[config.mk]
export PLATFORM = sky130hd
export DESIGN_NAME = apb_response_arbiter
export DESIGN_NICKNAME = d
export VERILOG_FILES = /design/src/rtl/apb_response_arbiter.sv
export SDC_FILE = /design/constraint.sdc
export NUM_CORES = 1
export LEC_CHECK = 0
export ABC_AREA = 1
export ABC_CLOCK_PERIOD_IN_PS = 1880
export CAP_MARGIN = 20
export CORE_ASPECT_RATIO = 0.7
export CORE_MARGIN = 3
export CORE_UTILIZATION = 30
export CTS_CLUSTER_SIZE = 28
export DETAILED_ROUTE_END_ITERATION = 8
export GPL_ROUTABILITY_DRIVEN = 0
export PLACE_DENSITY = 0.89
export SYNTH_ARGS = -nofsm -noshare
export SYNTH_HDL_FRONTEND = slang
export SYNTH_SLANG_ARGS = --single-unit
[constraint.sdc]
create_clock -name i_PCLK -period 1.88 [get_ports i_PCLK]
set_input_delay 0.282 -clock i_PCLK [delete_from_list [all_inputs] [get_ports i_PCLK]]
set_output_delay 0.282 -clock i_PCLK [all_outputs]
set_load 0.01 [all_outputs]
[src/rtl/apb_response_arbiter.sv]
// APB completer-side response arbiter: muxes one of SEL_WIDTH slave responses back to the bridge,
// flags protocol/select errors and counts error completions. Optional timeout: `define APB_ARB_TIMEOUT_EN.
module apb_response_arbiter #(
  parameter int DATA_WIDTH     = 32,
  parameter int SEL_WIDTH      = 4,
  parameter int TIMEOUT_CYCLES = 16,
  parameter int ERR_CNT_WIDTH  = 8
) (
  input  logic                            i_PCLK,
  input  logic                            i_PRESET,
  input  logic [SEL_WIDTH-1:0]            i_PSEL,
  input  logic                            i_PENABLE,
  input  logic                            i_PWRITE,
  input  logic [SEL_WIDTH-1:0]            i_PREADY,
  input  logic [SEL_WIDTH-1:0]            i_PSLVERR,
  input  logic [DATA_WIDTH*SEL_WIDTH-1:0] i_PRDATA,
  input  logic                            i_ERR_CLR,
  output logic                            o_PREADY,
  output logic [DATA_WIDTH-1:0]           o_PRDATA,
  output logic                            o_PSLVERR,
  output logic [SEL_WIDTH-1:0]            o_ABORT,
  output logic [ERR_CNT_WIDTH-1:0]        o_ERR_COUNT
);

  localparam int IDX_W = (SEL_WIDTH > 1) ? $clog2(SEL_WIDTH) : 1;

  typedef enum logic {
    IDLE   = 1'b0,
    ACCESS = 1'b1
  } state_t;

  state_t                   state;
  logic                     sel_any;
  logic                     sel_valid;
  logic [IDX_W-1:0]         sel_idx;
  logic [DATA_WIDTH-1:0]    slv_rdata;
  logic                     rsp_ready;
  logic                     rsp_err;
  logic [DATA_WIDTH-1:0]    rsp_data;
  logic [SEL_WIDTH-1:0]     rsp_abort;
  logic                     done;
  logic [ERR_CNT_WIDTH-1:0] err_cnt;

`ifdef APB_ARB_TIMEOUT_EN
  localparam int WAIT_W = $clog2(TIMEOUT_CYCLES + 1);
  logic [WAIT_W-1:0] wait_cnt;
  logic              timed_out;
  assign timed_out = (wait_cnt == WAIT_W'(TIMEOUT_CYCLES));
`else
  logic unused_timeout_cfg;
  assign unused_timeout_cfg = ^TIMEOUT_CYCLES;
`endif

  // select decode: x & (x-1) clears the lowest set bit, so zero means at most one bit set
  always_comb begin
    sel_any   = |i_PSEL;
    sel_valid = sel_any && ((i_PSEL & (i_PSEL - SEL_WIDTH'(1))) == '0);
    sel_idx   = '0;
    for (int i = 0; i < SEL_WIDTH; i++) begin
      if (i_PSEL[i]) sel_idx = IDX_W'(i);
    end
    slv_rdata = i_PRDATA[sel_idx*DATA_WIDTH +: DATA_WIDTH];
  end

  // combinational response path; everything stays 0 while reset is held
  always_comb begin
    rsp_ready = 1'b0;
    rsp_err   = 1'b0;
    rsp_data  = '0;
    rsp_abort = '0;
    if (!i_PRESET) begin
      if (state == IDLE) begin
        if (sel_any && i_PENABLE) begin
          rsp_ready = 1'b1;
          rsp_err   = 1'b1;
        end
      end else if (sel_valid) begin
        if (i_PREADY[sel_idx]) begin
          rsp_ready = 1'b1;
          rsp_err   = i_PSLVERR[sel_idx];
          if (!i_PWRITE) rsp_data = slv_rdata;
        end
`ifdef APB_ARB_TIMEOUT_EN
        else if (timed_out) begin
          rsp_ready          = 1'b1;
          rsp_err            = 1'b1;
          rsp_abort[sel_idx] = 1'b1;
        end
`endif
      end else if (sel_any) begin
        rsp_ready = 1'b1;
        rsp_err   = 1'b1;
      end
    end
  end

  assign done = i_PENABLE & rsp_ready;

  always_ff @(posedge i_PCLK) begin
    if (i_PRESET) begin
      state <= IDLE;
`ifdef APB_ARB_TIMEOUT_EN
      wait_cnt <= '0;
`endif
    end else begin
      case (state)
        IDLE: begin
          if (sel_any && !i_PENABLE) begin
            state <= ACCESS;
`ifdef APB_ARB_TIMEOUT_EN
            wait_cnt <= '0;
`endif
          end
        end
        ACCESS: begin
          if (!sel_any) begin
            state <= IDLE;
          end else begin
`ifdef APB_ARB_TIMEOUT_EN
            if (!rsp_ready) wait_cnt <= wait_cnt + WAIT_W'(1);
`endif
            if (done) state <= IDLE;
          end
        end
        default: state <= IDLE;
      endcase
    end
  end

  // saturating error count; clear wins over a same-cycle increment
  always_ff @(posedge i_PCLK) begin
    if (i_PRESET || i_ERR_CLR) begin
      err_cnt <= '0;
    end else if (done && rsp_err && (err_cnt != '1)) begin
      err_cnt <= err_cnt + ERR_CNT_WIDTH'(1);
    end
  end

  assign o_PREADY    = rsp_ready;
  assign o_PSLVERR   = rsp_err;
  assign o_PRDATA    = rsp_data;
  assign o_ABORT     = rsp_abort;
  assign o_ERR_COUNT = err_cnt;

endmodule
==> results.py <==
metrics = {
    "timing": {
        "drv_slew": 0,
        "setup_violations": 18,
        "hold_viol": 0,
        "setup_tns_ns": -1.240,
        "fin_crit_sh": 1.048,
        "setup_slack_ns": -0.08946,
        "skew_ns": 0.008093,
        "max_clock_freq_mhz": 507.8,
        "rsz0062_at_grt": "true",
        "period_minus_slack_ns": 1.969,
    },
    "pwr": {
        "power.leakage_nw": 1.771,
        "irDropWorstVdd_mv": 0.2015,
        "finalPower_mw": 1.140,
        "power.density_nw_per_um2": 274.6,
    },
    "setup_path": {
        "crit_path_end_kind": "output port",
        "reg2reg_from": "state$_SDFF_PP0_",
        "path_buf_inv": 3,
        "cp.required_ns": 1.60,
        "r2r-end": "o_ERR_COUNT[5]$_SDFFE_PP0P_",
        "rrSetupSlack_ns": 0.24,
        "worst-setup-path-type": "reg2out",
        "slowest_delay_ns": 0.34,
        "r2r_cells": 11,
        "crit_fanout": 6,
        "arrival_ns": 1.69,
        "cp_slowest_cell": "dfxtp_2",
        "cp_top_family": "simple AND/OR/NAND/NOR gates",
        "start_kind": "register",
        "cp_cell_sequence": "nand2_2 > nor2_4 > nand2_2 > nor3_4 > nand3_4 > buf_12 > buf_12 > a21oi_4 > buf_6",
    },
    "logic_synthesis": {
        "synth_cells": 361,
        "synth-compound-area-share": 0.3407,
        "synth.yosys.seq_area_share": 0.09363,
        "synth_cell_type_count": 30,
        "synth_top_family_by_area": "simple AND/OR/NAND/NOR gates",
        "avgSynthCellArea_um2": 5.331,
        "synthesis.area_um2": 1924,
        "synthSimpleGateAreaFrac": 0.4324,
        "synth-seq-cells": 9,
        "synth_fa_ha_area_frac": 0.006502,
        "synth_xor_area_frac": 0.02731,
        "synth_mux_area_frac": 0,
        "yosysWarningCount": 0,
    },
    "finish": {
        "antenna_cells": 0,
        "nFillCells": 493,
        "nNetsFinal": 716,
        "final_area_um2": 4153,
        "finalNonFillerCells": 644,
        "layout_common_cells": "146 x clkdlybuf4s50_1, 135 x nor2_1, 64 x o21ai_0, 35 x buf_4, 32 x buf_2",
        "syn_to_final_growth_pct": 115.8,
        "drive_above_1_share": 0.2583,
        "final_common_cell": "clkdlybuf4s50_1",
    },
    "detailed_routing": {
        "drt_iter0_markers": 170,
        "drc": 0,
        "vias": 3269,
        "wl_per_cell_um": 16.42,
        "first_pass_iters": 5,
        "ant_nets": 0,
        "wirelength_um": 10580,
        "vias_per_cell": 5.076,
    },
    "status": {
        "outcome": "finished, violations left",
        "violations": "negative setup slack",
    },
    "placed_design": {
        "dp_hpwl_um": 7913,
        "dpl_worst_slack_ns": -0.8111,
        "port_buffers": 186,
        "placed_cells": 631,
        "dpl_cell_area_um2": 4063,
    },
    "min_path": {
        "hold_path_end": "o_ERR_COUNT[1]$_SDFFE_PP0P_",
        "hold_depth": 2,
        "holdCritPathClass": "reg2reg",
        "worstHoldStart": "o_ERR_COUNT[1]$_SDFFE_PP0P_",
    },
    "die": {
        "start_util": 0.3230,
        "dieWidth_um": 101.7,
        "die_h_um": 73.01,
        "dieArea_um2": 7427,
        "core_um2": 5957,
        "num_rows": 23,
        "ios": 191,
    },
    "grt": {
        "grt_pass1_wl_um": 15260,
        "grtUsageTotal": 0.2576,
        "antenna_found_initial": 0,
        "grt_start_max_net_pins": 33,
        "first_global_vias": 3240,
        "globalRouteOverflowTotal": 0,
    },
    "flow_run": {
        "cap_violations": 0,
    },
    "clocking": {
        "max-clock-path-buffers": 2,
        "clk_latency_ns": 0.24,
        "cts_buffers": 3,
        "htreeDepth": 1,
        "cts_tree": "built",
        "clkSinkCount": 9,
        "clock-root-buffer": "clkbuf_8",
        "path_clk_slew_ns": 0.05,
    },
}
-- area by class of cell --
type | count | area (µm²) | share of cell area
tap | 75 | 93.84 | 0.02260
clock buffer | 3 | 41.29 | 0.009943
timing repair buffer | 228 | 2105 | 0.5068
inverter | 15 | 56.30 | 0.01356
clock inverter | 1 | 5.005 | 0.001205
sequential | 9 | 181.4 | 0.04369
multi-input combinational | 313 | 1670 | 0.4022
-- synth_stat cells --
library cell  instances  area (µm²)
nand3_1              13       65.06
o21ai_1               1       5.000
nor2_8                1       20.02
buf_4                 8       60.06
o21ai_0              64       320.3
nand2_2               3       18.77
nand4_2               1       12.51
inv_2                 3       11.26
nor2_2                2       12.51
clkbuf_1             15       56.30
clkinv_1              1       3.750
buf_1                 4       15.01
a31oi_2               1       12.51
nor3_2                1       10.01
conb_1                1       3.750
nor3_1                1       5.000
a21oi_1              11       55.05
a21oi_2              30       262.8
xor2_1                5       43.79
or2_2                 1       6.260
dfxtp_1               9       180.2
xnor2_1               1       8.760
nor2_4                1       11.26
nand2_1              27       101.4
nor2_1              139       521.8
nand2_4               3       33.78
nand3b_1              1       7.510
inv_1                11       41.29
ha_1                  1       12.51
nand4_1               1       6.260
-- metal layers --
metal,track usage,part of all wire,up-vias
met3,0.05444,0.092,41
met5,0,0,-
li1,-,-,1582
met2,0.4957,0.51,202
met4,0.08555,0.039,0
met1,0.2791,0.36,1444
-- power breakdown --
part / internal (mW) / total, mW / switching [mW]
Clock: 0.146 / 0.235 / 0.0894
Sequential: 0.193 / 0.196 / 0.00214
Combinational: 0.408 / 0.710 / 0.302
-- worst min-delay path, delay by kind of cell (launching register included) --
family             cells  cell delay (ns)
DFF                    1             0.34
and+or+nand+nor        1             0.07
AOI/OAI and AO/OA      1             0.05
-- per-stage QoR --
step	util	hold slack, ns
after floorplan	-	0.3779
after global placement	0.6820	0.4823
after detailed placement	0.6820	0.5083
after CTS	0.6957	0.5187
after global routing	0.6971	0.5443
final	0.6971	0.5136
-- how the worst max path moves through the flow --
stage	endpoint	depth (start not counted)	slack (ns)	start
2_1_floorplan	o_PRDATA[10]	9	0.25	i_PSEL[1]
3_3_place_gp	o_PRDATA[31]	9	-0.69	i_PSEL[1]
3_5_place_dp	o_PRDATA[19]	9	-0.81	i_PSEL[1]
4_1_cts	o_PRDATA[19]	9	-0.09	state$_SDFF_PP0_
5_1_grt	o_PRDATA[14]	9	-0.17	state$_SDFF_PP0_
6_report	o_PRDATA[8]	9	-0.09	state$_SDFF_PP0_
-- logic make-up (layout without fill, tap and decap cells) --
group | count (synthesis) | in the layout
AO/OA/AOI/OAI | 107 | 107
XOR/XNOR | 6 | 6
adder cells (fa/ha/maj) | 1 | 1
buffers and inverters | 42 | 247
flip-flops | 9 | 9
other | 1 | 4
AND/OR/NAND/NOR | 195 | 195
-- repair_timing --
item	CTS	global route
hold buffers	0	0
pin swaps	12	6
cloned	2	0
setup endpoints to repair	42	34
resized for setup	170	18
buffers inserted	8	2
-- registers in the layout, indices dropped and copies added (netlist names) --
name	flops
o_ERR_COUNT	8
state	1
(Power assumes the default switching activity.)
